File: src/rtl/alu_seq_pkg.sv
// alu_seq_pkg: shared definitions for the ALU sequencer.
//   - opcode constants (ALU function codes plus MUL and LOAD)
//   - sequencer FSM state enum
//   - flag register bit positions and helpers
package alu_seq_pkg;

    localparam int SEQ_W = 4;

    // Opcodes that map 1:1 onto ALU function codes
    localparam logic [3:0] OP_ADD  = 4'b0000;
    localparam logic [3:0] OP_SUB  = 4'b0001;
    localparam logic [3:0] OP_AND  = 4'b0100;
    localparam logic [3:0] OP_OR   = 4'b0101;
    localparam logic [3:0] OP_XOR  = 4'b0110;
    localparam logic [3:0] OP_SLL  = 4'b1000;
    localparam logic [3:0] OP_SRL  = 4'b1001;
    localparam logic [3:0] OP_SRA  = 4'b1010;
    // Sequencer-only opcodes
    localparam logic [3:0] OP_MUL  = 4'b1100;
    localparam logic [3:0] OP_LOAD = 4'b1111;

    // ALU function that passes operand A through unchanged
    localparam logic [3:0] ALU_PASS_A = 4'b1111;

    // Flag register layout {Z,N,C,V}
    localparam int FLG_Z = 3;
    localparam int FLG_N = 2;
    localparam int FLG_C = 1;
    localparam int FLG_V = 0;

    typedef enum logic [1:0] {
        ST_IDLE = 2'd0,
        ST_EXEC = 2'd1,
        ST_MUL  = 2'd2,
        ST_RESP = 2'd3
    } seq_state_e;

    // True for opcodes executed in a single pass through the ALU
    function automatic logic is_alu_op(input logic [3:0] op);
        case (op)
            OP_ADD, OP_SUB, OP_AND, OP_OR, OP_XOR,
            OP_SLL, OP_SRL, OP_SRA: is_alu_op = 1'b1;
            default:                is_alu_op = 1'b0;
        endcase
    endfunction

    function automatic logic [3:0] make_flags(input logic z, input logic n,
                                              input logic c, input logic v);
        logic [3:0] f;
        f        = '0;
        f[FLG_Z] = z;
        f[FLG_N] = n;
        f[FLG_C] = c;
        f[FLG_V] = v;
        return f;
    endfunction

endpackage

File: src/rtl/alu_sequencer.sv
// alu_sequencer: sequential front-end for the 4-bit combinational ALU.
//   Accepts commands on a valid/ready channel, drives the external ALU,
//   captures result and flags into acc/flags, and returns them on a
//   valid/ready response channel. Adds LOAD and a 4-step shift-add MUL
//   that reuses the ALU adder.
// Ports:
//   clk, rst_n                 clock, async active-low reset
//   cmd_valid/cmd_ready        command handshake; cmd_op/cmd_data payload
//   rsp_valid/rsp_ready        response handshake; rsp_err, acc, flags payload
//   busy                       high whenever the FSM is not IDLE
//   alu_a/alu_b/alu_func       drive to the ALU
//   alu_y, alu_z/n/c/v         result and flags back from the ALU
module alu_sequencer
    import alu_seq_pkg::*;
#(
    parameter int W         = 4,   // must stay 4 to match the ALU
    parameter int MUL_STEPS = 4    // must equal W
) (
    input  logic         clk,
    input  logic         rst_n,
    input  logic         cmd_valid,
    output logic         cmd_ready,
    input  logic [3:0]   cmd_op,
    input  logic [W-1:0] cmd_data,
    output logic         rsp_valid,
    input  logic         rsp_ready,
    output logic         rsp_err,
    output logic [W-1:0] acc,
    output logic [3:0]   flags,
    output logic         busy,
    output logic [W-1:0] alu_a,
    output logic [W-1:0] alu_b,
    output logic [3:0]   alu_func,
    input  logic [W-1:0] alu_y,
    input  logic         alu_z,
    input  logic         alu_n,
    input  logic         alu_c,
    input  logic         alu_v
);

    localparam int STEP_W = $clog2(MUL_STEPS);

    seq_state_e        state_q,   state_d;
    logic [3:0]        op_q,      op_d;
    logic [W-1:0]      data_q,    data_d;
    logic [W-1:0]      acc_q,     acc_d;
    logic [3:0]        flags_q,   flags_d;
    logic              err_q,     err_d;
    logic [STEP_W-1:0] step_q,    step_d;
    logic [W-1:0]      partial_q, partial_d;
    logic [W-1:0]      mcand_q,   mcand_d;

    always_ff @(posedge clk or negedge rst_n) begin
        if (!rst_n) begin
            state_q   <= ST_IDLE;
            op_q      <= '0;
            data_q    <= '0;
            acc_q     <= '0;
            flags_q   <= '0;
            err_q     <= 1'b0;
            step_q    <= '0;
            partial_q <= '0;
            mcand_q   <= '0;
        end else begin
            state_q   <= state_d;
            op_q      <= op_d;
            data_q    <= data_d;
            acc_q     <= acc_d;
            flags_q   <= flags_d;
            err_q     <= err_d;
            step_q    <= step_d;
            partial_q <= partial_d;
            mcand_q   <= mcand_d;
        end
    end

    always_comb begin
        state_d   = state_q;
        op_d      = op_q;
        data_d    = data_q;
        acc_d     = acc_q;
        flags_d   = flags_q;
        err_d     = err_q;
        step_d    = step_q;
        partial_d = partial_q;
        mcand_d   = mcand_q;
        // Idle drive: pass acc through so the ALU output is benign
        alu_a     = acc_q;
        alu_b     = '0;
        alu_func  = ALU_PASS_A;

        unique case (state_q)
            ST_IDLE: begin
                if (cmd_valid) begin
                    op_d   = cmd_op;
                    data_d = cmd_data;
                    if (is_alu_op(cmd_op)) begin
                        state_d = ST_EXEC;
                    end else if (cmd_op == OP_MUL) begin
                        partial_d = '0;
                        mcand_d   = acc_q;
                        step_d    = '0;
                        state_d   = ST_MUL;
                    end else if (cmd_op == OP_LOAD) begin
                        // LOAD completes at accept; response follows next cycle
                        acc_d   = cmd_data;
                        flags_d = make_flags(cmd_data == '0, cmd_data[W-1], 1'b0, 1'b0);
                        err_d   = 1'b0;
                        state_d = ST_RESP;
                    end else begin
                        // Illegal opcode: keep acc/flags, only raise the error
                        err_d   = 1'b1;
                        state_d = ST_RESP;
                    end
                end
            end

            ST_EXEC: begin
                alu_a    = acc_q;
                alu_b    = data_q;
                alu_func = op_q;
                acc_d    = alu_y;
                flags_d  = make_flags(alu_z, alu_n, alu_c, alu_v);
                err_d    = 1'b0;
                state_d  = ST_RESP;
            end

            ST_MUL: begin
                // One shift-add step per cycle: add the shifted multiplicand
                // when the multiplier bit is set, otherwise pass partial through.
                alu_a     = partial_q;
                alu_b     = mcand_q;
                alu_func  = data_q[step_q] ? OP_ADD : ALU_PASS_A;
                partial_d = alu_y;
                mcand_d   = {mcand_q[W-2:0], 1'b0};
                step_d    = step_q + 1'b1;
                if (step_q == STEP_W'(MUL_STEPS - 1)) begin
                    // Product is taken mod 2^W; C/V carry no meaning here
                    acc_d   = alu_y;
                    flags_d = make_flags(alu_y == '0, alu_y[W-1], 1'b0, 1'b0);
                    err_d   = 1'b0;
                    step_d  = '0;
                    state_d = ST_RESP;
                end
            end

            ST_RESP: begin
                if (rsp_ready) begin
                    state_d = ST_IDLE;
                end
            end

            default: begin
                state_d = ST_IDLE;
            end
        endcase
    end

    assign cmd_ready = (state_q == ST_IDLE);
    assign busy      = (state_q != ST_IDLE);
    assign rsp_valid = (state_q == ST_RESP);
    assign rsp_err   = err_q;
    assign acc       = acc_q;
    assign flags     = flags_q;

endmodule

File: config.mk
export PLATFORM = sky130hd
export DESIGN_NAME = alu_sequencer
export DESIGN_NICKNAME = d
export VERILOG_FILES = /design/src/rtl/alu_seq_pkg.sv /design/src/rtl/alu_sequencer.sv
export SDC_FILE = /design/constraint.sdc
export NUM_CORES = 1
export LEC_CHECK = 0
export ABC_CLOCK_PERIOD_IN_PS = 2300
export CORE_MARGIN = 4
export CORE_UTILIZATION = 40
export CTS_BUF_LIST = sky130_fd_sc_hd__clkbuf_2
export CTS_CLUSTER_DIAMETER = 150
export CTS_CLUSTER_SIZE = 25
export DETAILED_ROUTE_END_ITERATION = 8
export PLACE_DENSITY = 0.75
export SLEW_MARGIN = 20
export SYNTH_ARGS = -nofsm -noshare
export SYNTH_HDL_FRONTEND = slang
export SYNTH_SLANG_ARGS = --single-unit
File: constraint.sdc
create_clock -name clk -period 2.3 [get_ports clk]
set_input_delay 0.69 -clock clk [delete_from_list [all_inputs] [get_ports clk]]
set_output_delay 0.69 -clock clk [all_outputs]
set_load 0.02 [all_outputs]
# ---- Word level (Yosys, flattened, before mapping)
# Memory sizes are Yosys's and may differ from the RTL's.
# Index checks and enable logic that the tools add are counted.
dict set report word_totals {
  reg_bits 29
  n_memories 1
  in_bits 20
  romBits 16
  out_inout_bits 24
}
# memory words word_bits read_ports rd_clocked_by_memory_dff write_ports line
set mem_list {}
lappend mem_list {{(no name shown)} 16 1 1 0 0 alu_seq_pkg.sv:40} ;# case (op)
dict set report op_classes {
  magnitude_cmp 1
  n_mux 45
  addsub 1
  n_reduce_logical 11
  eq_ne 13
}
# op n
set ops {}
lappend ops {{4-bit two-way mux} 18}
lappend ops {{4-bit case mux with 2 select lines} 4}
lappend ops {{4-bit case mux with 3 select lines} 2}
lappend ops {{2-bit two-way mux} 8}
lappend ops {{1-bit two-way mux} 9}
lappend ops {{4-bit equality test, second input constant} 2}
lappend ops {{4-bit zero test} 2}
lappend ops {{2-bit != test, second input constant} 4}
lappend ops {{2-bit case mux with 4 select lines} 1}
lappend ops {{2-bit equality test, second input constant} 3}
lappend ops {{2-bit by 1-bit != test with 1-bit output, second input constant} 3}
lappend ops {{6-bit AND reduction} 1}
lappend ops {{5-bit AND reduction} 1}
lappend ops {{2-bit case mux with 2 select lines} 1}
lappend ops {{4-bit AND reduction} 1}
lappend ops {{2-bit nonzero test} 2}
lappend ops {{2-bit by 3-bit less-than comparator with 1-bit output, second input constant} 1}
lappend ops {{1-bit case mux with 3 select lines} 1}
lappend ops {{3-bit AND reduction} 1}
lappend ops {{3-bit nonzero test} 1}
lappend ops {{2-bit by 1-bit adder with 2-bit output, second input constant} 1}
lappend ops {{1-bit binary-select mux with 2-bit select} 1}
lappend ops {{2-bit by 1-bit equality test with 1-bit output, second input constant} 1}
lappend ops {{2-bit zero test} 1}
lappend ops {{2-bit AND reduction} 1}

# ---- Logic depth before layout (Yosys ltp)
# Gate-level depths: netlist of run 1.
dict set report depth {
  word_depth 6
  depth_mapped 7
  depth_no_buf 6
}

# ---- Worst setup path before layout of run 1
# OpenSTA, ideal clock, no wires.
dict set report synth_path {
  kind {register -> output}
  start {reg state_q[0]}
  end {out alu_b[0]}
  stages_incl_launch_ff 6
  setup_slack_ns -0.071
  n_path_buf 2
  arrival_time_ns 1.681
  t_required_ns 1.610
  path_cell_list {dfrtp_1 -> inv_1 -> ha_1 -> clkbuf_1 -> clkbuf_1 -> nor2b_1}
}
dict set report synth_between {
  elab_chain_cells 2
}
# item line
set synth_lines {}
lappend synth_lines {{start, declared} alu_sequencer.sv:43} ;# seq_state_e state_q, state_d;
lappend synth_lines {{start signal, assigned} alu_sequencer.sv:65} ;# state_q <= state_d;
lappend synth_lines {{2-bit equality test / 2-bit by 1-bit equality test with 1-bit output (equally long branches)} alu_sequencer.sv:92} ;# unique case (state_q)
lappend synth_lines {{4-bit case mux with 2 select lines *} alu_sequencer.sv:92}
lappend synth_lines {{end, declared} alu_sequencer.sv:32} ;# output logic [W-1:0] alu_b,
# Mark *: on every way between the ends. The rest lies on a longest branch, timed or not.

# ---- Final worst setup path of run 1
dict set report layout_path {
  start {reg step_q[0]}
  end {out alu_func[3]}
}
dict set report layout_between {
  elab_chain_cells 4
}
# item line
set layout_lines {}
lappend layout_lines {{start, declared} alu_sequencer.sv:49} ;# logic [STEP_W-1:0] step_q, step_d;
lappend layout_lines {{start signal, assigned} alu_sequencer.sv:71} ;# step_q <= step_d;
lappend layout_lines {{1-bit binary-select mux with 2-bit select} alu_sequencer.sv:133} ;# alu_func = data_q[step_q] ? OP_ADD : ALU_PASS_A;
lappend layout_lines {{1-bit two-way mux (implied by the code)} alu_sequencer.sv:133}
lappend layout_lines {{4-bit two-way mux} alu_sequencer.sv:133}
lappend layout_lines {{4-bit case mux with 2 select lines} alu_sequencer.sv:92}
lappend layout_lines {{end, declared} alu_sequencer.sv:33} ;# output logic [3:0] alu_func,
# No other way between the ends. The select of a mux whose other input is x is not followed.

==> results of run 1 <==
==> routing by layer <==
metal | track usage | share of wire | vias up
li1 | - | - | 739
met1 | 0.231 | 0.43 | 743
met2 | 0.309 | 0.48 | 49
met3 | 0.0510 | 0.066 | 11
met4 | 0.0574 | 0.020 | 0
met5 | 0 | 0 | -
==> worst reg2reg max path, cell delays in order, from the launching register on <==
cell,delay [ps]
dfrtp_1,450
inv_2,90
ha_4,260
buf_6,130
buf_4,160
or4_1,520
nor2_1,100
a31oi_1,50
a31oi_1,170
==> worst paths after layout <==
check / from / end / slack [ps] / cells past startpoint
worst min-delay path: partial_q[1] / partial_q[1] / 530 / 1
worst max-delay path: step_q[0] / alu_func[3] / -120 / 5
worst min register to register: partial_q[1] / partial_q[1] / 530 / 1
worst max register to register: state_q[1] / flags[3] / 320 / 8
max in group asynchronous: rst_n / state_q[1] / 1320 / 2
min in group asynchronous: rst_n / partial_q[3] / 680 / 2
==> cells by family after synthesis <==
kind of cell / after synthesis / synth area share
AO/OA/AOI/OAI: 50 / 0.217
AND/OR/NAND/NOR: 33 / 0.115
flip-flops: 29 / 0.435
multiplexers: 21 / 0.145
buffers and inverters: 17 / 0.0435
adder cells (fa/ha/maj): 6 / 0.0450
==> through the flow <==
step / TNS (ps) / hold WS [ps]
after floorplan: 0 / 394
after global placement: -2080 / 483
after detailed placement: -2500 / 489
after CTS: -782 / 523
after global routing: -1450 / 543
final: -470 / 527
==> registers in the layout (all words and copies together) (netlist names) <==
name and count:
acc 4, data_q 4, flags 4, mcand_q 4, op_q 4, partial_q 4
rsp_err 1, state_q 2, step_q 2
==> placed cells by master, fill, tap and decap left out, drive strengths merged <==
master,n
buf,53
or4,1
clkbuf,6
mux4,1
mux2,15
nor2,13
nand4bb,1
a22oi,5
a211oi,4
o21bai,2
o21ai,6
dlygate4sd2,3
a2111oi,1
a21boi,1
mux2i,5
a21o,5
and4bb,1
nand2,2
inv,10
a311oi,1
nor2b,7
and2,2
a21oi,14
a31oi,2
a22o,6
bufinv,1
nand3b,1
clkinv,1
o22ai,2
ha,6
nor4,1
nand4,3
and3,1
a32oi,1
clkdlybuf4s50,28
dfrtp,29
==> cell type report <==
class                           count  area [um2]  share of cell area
Timing Repair Buffer               84         758               0.291
Multi-Input combinational cell    110         957               0.367
Clock buffer                        6        30.0              0.0115
Inverter                           10        37.5              0.0144
Clock inverter                      2        33.8              0.0130
Sequential cell                    29         726               0.279
Tap cell                           50        62.6              0.0240
==> where the power goes <==
| part | switching [mW] | internal [mW] | total, mW |
|---|---|---|---|
| logic | 1.47 | 1.69 | 3.16 |
| registers | 0.192 | 0.775 | 0.966 |
| clock network | 0.176 | 0.186 | 0.361 |
==> repair_timing <==
item                                    in CTS  in global routing
gates resized for setup                     73                 22
endpoints found under the setup margin      15                 12
cloned                                       0                  0
buffers inserted                             0                  2
pin swaps                                    1                  3
==> run_results.csv, run 1 <==
group,metric,value,unit
status,status,"finished, violations left",
status,violations,"setup timing",
critical_path,endpoint_kind,"output pin",
timing,layout_min_cycle_time,2420,ps
synthesis,synthTopCellsByArea,"dfrtp_1 43%, mux2_2 10%, ha_1 4.5%, a21oi_1 3.3%, a22o_1 3.1%",
layout,fin_cells,291,
timing,hold_viol,0,
layout,diodes,0,
place,port_buffers,43,
clock_network,cts_tree,"done",
drt,drc,0,
synthesis,synth-main-ff-cell,"dfrtp_1",
synthesis,synth.distinct_cells,35,
floorplanning,die_h,72.6,um
timing,max_slew_margin,0.753,
global_route,gr-usage-all-layers,0.185,
global_route,grt_pass1_wl,7590,um
critical_path,startpoint_type,"register",
critical_path,critPathMaxStageDelay,520,ps
layout,fill_cells,329,
clock_network,clk_pin_slew,150,ps
clock_network,cts.sinks,29,
drt,drtIter0Drc,85,
floorplanning,ios,44,
timing,drv_slew,0,
drt,wl_per_cell,15.8,um
place,dpl_worst_slack,-229,ps
timing,fin_worst_skew,18.5,ps
synthesis,yosysTopAreaCell,"dfrtp_1",
drt,ant_nets,0,
global_route,grt_overflow,0,
clock_network,clock-root-buffer,"clkbuf_2",
place,place_area,2430,um2
synthesis,synth_commonest_cells,"29 x dfrtp_1, 15 x mux2_2, 13 x nor2_1",
timing,max_freq,413,MHz
power_and_ir_drop,p_per_area,1720,nW/um2
clock_network,hold_buffers,0,
critical_path,arrival,1730,ps
place,hpwl,3460,um
synthesis,avgSynthCellArea,10.7,um2
clock_network,clk_latency,370,ps
layout,final_cell_area,2610,um2
synthesis,ys_seq_elements,29,
clock_network,cts_htree_levels,2,
power_and_ir_drop,vdd_drop_max,861,uV
timing,timing.final.ws_setup,-120,ps
drt,via_count,1542,
layout,area_growth,56.1,%
timing,setup_viol,4,
synthesis,syn-num-nets,182,
synthesis,netlist_area,1670,um2
clock_network,clk_path_buf_depth,2,
synthesis,netlist_instances,156,
layout,utilization,0.647,
timing,rsz0062_at_grt,"true",
place,place_congestion,0.814,
synthesis,ys_warn_count,0,
layout,fin_nets,266,
job,cap_violations,0,
critical_path,cp_max_fo,4,
drt,first_pass_iters,4,
synthesis,yosysSeqAreaShare,0.435,
timing,finalCritPeriodShare,1.05,
drt,vias_per_cell,5.30,
drt,wirelength,4600,um
floorplanning,dieArea,5270,um2
power_and_ir_drop,p_leak,1.18,nW
floorplanning,core_area,4030,um2
critical_path,path_common_cell,"buf_6",
global_route,grt_max_degree,30,
synthesis,async_flop_share,1.00,
floorplanning,start_util,0.414,
global_route,grt_pass1_vias,1602,
synthesis,synth_top_cell_area_share,0.435,
critical_path,path_buf_inv,2,
clock_network,cts_made_buffers,5,
timing,tightest_slew,370,ps
synthesis,synth_edf_count,0,
critical_path,cp.required,1610,ps
critical_path,cp_cell_sequence,"mux4_2, o21ai_2, buf_6, a21o_1, buf_6",
floorplanning,die_w,72.6,um
critical_path,cpLargestDelayFamily,"multiplexers",
global_route,antenna_found_initial,0,
critical_path,cpMaxStageDelayCell,"mux4_2",
worst_hold_path,hold_path.class,"register to register",
critical_path,criticalPathCategory,"register to output pin",
power_and_ir_drop,power,4.49,mW
layout,drive_above_1_share,0.394,
place,dp_cells,281,
synthesis,yosysMostFrequentCell,"dfrtp_1",
floorplanning,rows,23,
Note: power is estimated with default switching activity, not from simulation.
==> run 2: changes to the inputs <==
--- a/config.mk
+++ b/config.mk
@@ -12,6 +12,7 @@
 export CTS_CLUSTER_DIAMETER = 150
 export CTS_CLUSTER_SIZE = 25
 export DETAILED_ROUTE_END_ITERATION = 8
+export GPL_TIMING_DRIVEN = 0
 export PLACE_DENSITY = 0.75
 export SLEW_MARGIN = 20
 export SYNTH_ARGS = -nofsm -noshare
==> run 2 against run 1 <==
  * The run still ends with setup timing left
  * Total power fell by 0.48%
  * Non-clock buffer count is 20 lower
  * Die area unchanged
  * Worst hold slack worse by 220 ps
  * First-iteration DRC count grew 62%
  * Sequential cell count unchanged
  * Sequential share of layout area is 1.3 points higher
  * Critical path type unchanged
  * Critical endpoint is now alu_func[2]
  * Largest cell class unchanged
==> run_results.csv, run 2 (synthesis results as in run 1) <==
group,metric,value,unit
clock_network,clk_pin_slew,160,ps
power_and_ir_drop,vdd_drop_max,745,uV
global_route,grt_use_met2,0.301,
timing,max_freq,412,MHz
layout,layout_common_cells,"29 x dfrtp_1, 27 x clkdlybuf4s50_1, 16 x buf_6",
drt,ant_nets,0,
global_route,grt_overflow,0,
critical_path,cp_max_fo,4,
drt,drtIter0Drc,138,
drt,vias_per_cell,5.48,
timing,hold_viol,0,
critical_path,criticalPathCategory,"register to output pin",
timing,fin_worst_skew,24.5,ps
timing,timing.final.ws_setup,-126,ps
floorplanning,die_w,72.6,um
layout,final_cell_area,2480,um2
power_and_ir_drop,p_leak,1.08,nW
drt,wl_per_cell,17.2,um
floorplanning,rows,23,
clock_network,clock-root-buffer,"clkbuf_2",
timing,setup_viol,13,
clock_network,clk_latency,380,ps
global_route,grt_pass1_wl,7560,um
power_and_ir_drop,power,4.46,mW
timing,rsz0062_at_grt,"true",
clock_network,clk_path_buf_depth,2,
clock_network,cts_made_buffers,5,
status,violations,"setup timing",
drt,first_pass_iters,4,
worst_hold_path,hold_path.class,"input port to asynchronous set/reset pin",
floorplanning,ios,44,
global_route,grt_pass1_vias,1528,
critical_path,cp.required,1610,ps
timing,drv_slew,0,
place,hpwl,3170,um
drt,via_count,1479,
critical_path,rr_worst_depth,7,
global_route,grt_most_used_layer,"met2",
status,status,"finished, violations left",
critical_path,endpoint_kind,"output pin",
timing,layout_min_cycle_time,2430,ps
global_route,gr-usage-all-layers,0.188,
timing,finalCritPeriodShare,1.05,
floorplanning,start_util,0.414,
layout,final_common_cell,"dfrtp_1",
clock_network,cts.sinks,29,
timing,max_slew_margin,0.509,
clock_network,cts_tree,"done",
place,port_buffers,43,
floorplanning,core_area,4030,um2
layout,diodes,0,
layout,fin_nets,246,
place,place_area,2170,um2
drt,drc,0,
critical_path,arrival,1740,ps
job,cap_violations,0,
critical_path,startpoint_type,"register",
layout,drive_above_1_share,0.355,
global_route,grt_max_degree,30,
floorplanning,dieArea,5270,um2
place,place_congestion,0.830,
layout,area_growth,48.9,%
timing,whs,309,ps
timing,tightest_slew,737,ps
global_route,use_met1,0.242,
global_route,antenna_found_initial,0,
power_and_ir_drop,p_per_area,1800,nW/um2
floorplanning,die_h,72.6,um
global_route,grtUsageMet3,0.0386,
drt,wirelength,4640,um
clock_network,cts_htree_levels,2,
==> run 2: metal layers <==
layer	share of wire	vias to the layer above	wire, um
met2	0.48	56	2220
li1	-	702	-
met5	0	-	0
met4	0.023	0	108
met1	0.44	710	2030
met3	0.062	11	289
==> run 2: final cells by class <==
class                      instances  area [um2]
fill                             339        1540
multi-input combinational        110         960
buffer                             6        86.3
tap                               50        62.6
inverter                          10        37.5
clock inverter                     2        35.0
sequential                        29         726
clock buffer                       5        25.0
timing repair buffer              58         553
==> run 2: final timing paths <==
path                                end         start  slack (ps)
max                         alu_func[2]     data_q[0]        -130
max reg2reg                   step_q[0]    state_q[0]         140
min reg2reg                partial_q[1]  partial_q[1]         530
min in group clk           partial_q[1]  partial_q[1]         530
min                        partial_q[3]         rst_n         310
max in group asynchronous     data_q[1]         rst_n        1540
==> run 2: metrics by stage <==
| step | TNS, ps | worst slack (ps) | std cells | util |
|---|---|---|---|---|
| finish | -964 | -126 | 270 | 0.617 |
| detailed placement | -13040 | -894 | 249 | 0.538 |
| global placement | -12640 | -852 | 249 | 0.539 |
| global route | -2490 | -213 | 270 | 0.617 |
| floorplan | 0 | 5.81 | 156 | - |
| CTS | -1140 | -162 | 268 | 0.610 |
==> run 2: worst max-delay path: stages, from the launching register on <==
cell and delay (ps):
dfrtp_1 450, mux4_2 490, o21ai_4 180, a21o_1 120, buf_6 110
==> run 2: report_power, final <==
part	leakage [nW]	switching, mW	internal, mW	total [mW]
Clock	0.0388	0.183	0.177	0.360
Combinational	0.695	1.48	1.65	3.12
Sequential	0.349	0.206	0.774	0.980
Total	1.08	1.87	2.60	4.46
==> run 2: what timing repair did <==
item,in CTS,in global routing
hold buffers,0,0
pin swaps,5,3
setup endpoints to repair,15,22
buffers inserted,13,2
gates resized for setup,108,6
==> run 3: changes to the inputs <==
--- a/config.mk
+++ b/config.mk
@@ -8,7 +8,7 @@
 export ABC_CLOCK_PERIOD_IN_PS = 2300
 export CORE_MARGIN = 4
 export CORE_UTILIZATION = 40
-export CTS_BUF_LIST = sky130_fd_sc_hd__clkbuf_2
+export CTS_BUF_LIST = sky130_fd_sc_hd__clkbuf_8
 export CTS_CLUSTER_DIAMETER = 150
 export CTS_CLUSTER_SIZE = 25
 export DETAILED_ROUTE_END_ITERATION = 8
==> run 3 against run 2 <==
  * The flow still finishes with violations (setup timing)
  * Final cell count is 1.1% lower
  * Worst hold slack better by 120 ps
  * Clock power is 40% higher
  * Critical path depth stayed put
  * Critical endpoint unchanged
  * Largest cell class unchanged
  * Highest routed layer unchanged
==> run_results.csv, run 3 (synthesis results as in run 1) <==
group,metric,value,unit
floorplanning,die_w,72.6,um
timing,setup_viol,8,
clock_network,cts_tree,"done",
timing,fin_worst_skew,10.9,ps
drt,drtIter0Drc,108,
clock_network,cts_made_buffers,5,
critical_path,criticalPathCategory,"register to output pin",
floorplanning,ios,44,
layout,fin_nets,243,
critical_path,startpoint_type,"register",
place,port_buffers,43,
floorplanning,rows,23,
critical_path,cp.required,1610,ps
job,cap_violations,0,
floorplanning,core_area,4030,um2
power_and_ir_drop,p_per_area,1810,nW/um2
clock_network,clock-root-buffer,"clkbuf_8",
layout,diodes,0,
floorplanning,die_h,72.6,um
critical_path,r2r-end,"step_q[0]",
drt,vias_per_cell,5.49,
layout,layout_common_cells,"29 x dfrtp_1, 27 x clkdlybuf4s50_1, 15 x mux2_2",
power_and_ir_drop,p_leak,1.08,nW
critical_path,ff2ff_setup_slack,140,ps
layout,final_common_cell,"dfrtp_1",
global_route,gr-usage-all-layers,0.180,
power_and_ir_drop,sw_frac_of_total,0.413,
critical_path,endpoint_kind,"output pin",
global_route,grt_pass1_vias,1437,
global_route,grt_pass1_wl,7270,um
power_and_ir_drop,switchingPower,1.84,mW
timing,timing.final.ws_setup,-39.1,ps
floorplanning,start_util,0.414,
power_and_ir_drop,internal-power,2.61,mW
drt,drc,0,
layout,area_growth,47.8,%
critical_path,arrival,1650,ps
drt,wirelength,4560,um
critical_path,cp_max_fo,4,
timing,finalCritPeriodShare,1.02,
place,place_congestion,0.830,
layout,drive_above_1_share,0.346,
timing,final.setup.tns,-164,ps
status,status,"finished, violations left",
global_route,antenna_found_initial,0,
drt,wl_per_cell,17.1,um
global_route,grt_overflow,0,
power_and_ir_drop,pwr-share-comb,0.666,
timing,layout_min_cycle_time,2340,ps
status,violations,"setup timing",
timing,tightest_slew,639,ps
timing,hold_viol,0,
floorplanning,dieArea,5270,um2
drt,first_pass_iters,4,
power_and_ir_drop,seqPwrFrac,0.221,
place,hpwl,3170,um
drt,ant_nets,0,
timing,max_slew_margin,0.574,
place,dpl_worst_slack,-894,ps
power_and_ir_drop,vdd_drop_max,828,uV
timing,rsz0062_at_grt,"true",
drt,via_count,1466,
power_and_ir_drop,pwr-share-clk,0.113,
clock_network,clk_path_buf_depth,2,
clock_network,clk_latency,280,ps
worst_hold_path,hold_path.class,"input port to asynchronous set/reset pin",
clock_network,cts.sinks,29,
clock_network,clk_pin_slew,60,ps
timing,drv_slew,0,
global_route,grt_max_degree,30,
timing,max_freq,428,MHz
critical_path,r2r_start,"state_q[0]",
critical_path,rr_worst_depth,7,
clock_network,cts_htree_levels,2,
-- run 3: cell types whose count changed in the layout (fill, tap and decap cells not counted), sizes merged --
cell / delta
clkbuf: -1
buf: -3
dlygate4sd2: -1
dlymetal6s2s: +2
-- run 3: power by group through the flow --
stage          clock network, mW  logic, mW  registers (mW)
2_1_floorplan                  0       1.52            1.03
3_3_place_gp                   0       2.43           0.980
3_5_place_dp                   0       2.46           0.987
4_1_cts                    0.513       2.84           0.967
5_1_grt                    0.541       3.18            1.02
6_report                   0.503       2.97           0.985
-- run 3: timing repair --
item / 4_1_cts / 5_1_grt
cloned: 0 / 0
resized for setup: 83 / 16
hold buffers: 0 / 0
buffers inserted: 11 / 1
endpoints found under the setup margin: 23 / 17
pin swaps: 4 / 4
-- run 3: worst max-delay path by stage --
stage,start,to,slack [ps]
6_report,data_q[0],alu_func[2],-40
3_3_place_gp,state_q[0],alu_b[2],-850
5_1_grt,data_q[0],alu_func[2],-90
3_5_place_dp,state_q[0],alu_b[2],-890
4_1_cts,data_q[2],alu_func[2],-20
2_1_floorplan,state_q[0],alu_b[0],6
-- run 3: stage by stage --
step	hold slack (ps)	std cells	instance area (um2)	utilization	total power [mW]
finish	426	267	2470	0.612	4.45
global route	484	267	2470	0.612	4.73
CTS	451	266	2420	0.600	4.32
detailed placement	491	249	2170	0.538	3.45
global placement	486	249	2170	0.539	3.41
floorplan	394	156	1680	-	2.54
-- run 3: worst max-delay path, stage by stage (launching register included) --
cell,delay [ps]
dfrtp_1,420
mux4_2,500
o21ai_4,210
a21o_1,120
buf_6,110
-- run 3: final cells by class --
type	instances	area [um2]
clock buffers	5	68.8
inverters	10	37.5
plain buffers	6	76.3
fillers	342	1560
clock inverters	2	35.0
well taps	50	62.6
repair buffers	55	512
flip-flops and latches	29	726
multi-input cells	110	948
-- run 3: metal layers --
| layer | global-route usage | vias to the layer above | part of all wire |
|---|---|---|---|
| li1 | - | 699 | - |
| met1 | 0.236 | 720 | 0.45 |
| met2 | 0.293 | 45 | 0.49 |
| met4 | 0.0512 | 0 | 0.0070 |
| met5 | 0 | - | 0 |
| met3 | 0.0468 | 2 | 0.048 |
==> patch, RTL diff (flow settings as in run 2) <==
Change the parameter `MUL_STEPS` from 4 to 2.
--- a/src/rtl/alu_sequencer.sv
+++ b/src/rtl/alu_sequencer.sv
@@ -16,3 +16,3 @@
     parameter int W         = 4,   // must stay 4 to match the ALU
-    parameter int MUL_STEPS = 4    // must equal W
+    parameter int MUL_STEPS = 2    // must equal W
 ) (
Check against the original RTL: not equivalent (Yosys sat finds a counterexample within 4 cycles, from zero or initial values and one cycle with rst_n low).
==> patch against run 2 <==
The run still ends with setup timing left. Count of clock-buffer cells in the layout decreased by 2. Synthesized cell count increased by 11%. Clock power decreased by 49%. Sequential share of layout area decreased by 0.68 points. Design area is 1.2% lower. Synthesized area shrank 2.2%. Sequential cell count shrank 1. Total power fell by 3.8%. Setup slack got worse by 17 ps. Routed wire length up 2.6%. Die area fell by 2.0%. Critical path type unchanged.
==> patch: results (changes against run 2) <==
Status
  • Status: finished, violations left (unchanged)
  • Failing checks: setup timing (unchanged)

Drt
  • First DRT Iteration DRCs: 155 (was 138)
  • DR WL met3: 315 microns (was 289 microns)
  • Routed WL: 4760 microns (was 4640 microns)
  • Met2 WL: 2380 microns (was 2220 microns)
  • Via density per instance: 5.49 (was 5.48)
  • WL met1: 2000 microns (was 2030 microns)

Cells and area
  • Clock-cell share: 0.764% (was 2.42%)
  • Share of cells above drive strength 1: 32.8% (was 35.5%)
  • Clkbuf count: 3 (was 5)
  • Fillers: 296 (was 339)
  • Multi-input gates: 128 (was 110)
  • Data buffer area share: 27.6% (was 25.7%)
  • Logic inverters: 8 (was 10)
  • Non-CTS buffers: 70 (was 64)
  • Layout net count: 265 (was 246)
  • Multi-input gate area: 970 sq um (was 960 sq um)

Place
  • Placed cells: 264 (was 249)
  • Placed inst area: 2120 sq um (was 2170 sq um)
  • DP Wirelength: 3120 microns (was 3170 microns)
  • DP Worst Slack: -732 ps (was -894 ps)
  • GP Congestion: 0.825 (was 0.830)

Pwr
  • VDD IR max: 1.26 mV (was 0.745 mV)
  • Power Density: 1750 nW/um^2 (was 1800 nW/um^2)

Global routing
  • Global-route wire length before repair: 8020 microns (was 7560 microns)
  • GRT Util Overall: 19.2% (was 18.8%)
  • Met2 Use GR: 31.4% (was 30.1%)

Setup path
  • CP top delay family: flip-flops (was multiplexers)
  • Critical Path Fanout Max: 5 (was 4)
  • End of the critical path: alu_a[2] (was alu_func[2])
  • Max stage delay cell, worst path: dfrtp_1 (was mux4_2)
  • Reg-to-reg endpoint: flags[2] (was step_q[0])

Synth
  • Sequential fraction of the synthesis area: 42.9% (was 43.5%)
  • Synth top cells by count: nand2_1 (35), dfrtp_1 (28), nor2_1 (9) (was dfrtp_1 (29), mux2_2 (15), nor2_1 (13), a21oi_1 (11), inv_1 (10))
  • Yosys reg bits: 28 (was 29)
  • Syn nets: 199 (was 182)
  • Ranking of synthesized cells by area: dfrtp_1 (43%), nand2_1 (8.1%), mux2_2 (4.8%), ha_1 (4.6%), mux2i_1 (3.7%) (was dfrtp_1 (43%), mux2_2 (10%), ha_1 (4.5%), a21oi_1 (3.3%), a22o_1 (3.1%))
  • Distinct cells, synth: 37 (was 35)

Timing
  • Finish-stage setup viols: 12 (was 13)
  • Clk_skew: 1.07 ps (was 24.5 ps)
  • Hold WS: 286 ps (was 309 ps)
  • Setup ws final: -143 ps (was -126 ps)

Clock network
  • CTS clock-pin slew for the worst setup and hold paths: 260 ps (was 160 ps)
  • Clock latency on the worst-skew pair: 360 ps (was 380 ps)
  • CTS H-Tree Depth: 1 (was 2)

Floorplanning
  • Number of well taps: 48 (was 50)
[patch: cell count changes after synthesis, moves of 3 or more]
cell,delta
nand2_1,+33
mux2_2,-8
a211oi_1,-4
a21o_1,-4
nor2_1,-4
a21oi_1,-3
o221a_2,+3
[patch: what timing repair did]
item,CTS,global route
resized for setup,102,23
buffers inserted,12,6
cloned,1,0
endpoints found under the setup margin,15,15
hold buffers,0,0
pin swaps,4,4
[patch: kinds of logic (layout without fill, tap and decap cells)]
group | Yosys count | in the layout | share of synthesized area (%)
simple gates | 66 | 66 | 19.7
fa+ha+maj | 6 | 6 | 4.60
buf+inv | 17 | 82 | 4.91
compound gates | 43 | 43 | 19.3
flops | 28 | 28 | 42.9
mux | 13 | 13 | 8.51
[patch: power by group]
group,internal (uW),switching [uW],leakage (uW),total [uW]
Clock,37.8,147,0.0000140,185
Combinational,1650,1510,0.000738,3160
Sequential,740,208,0.000342,948
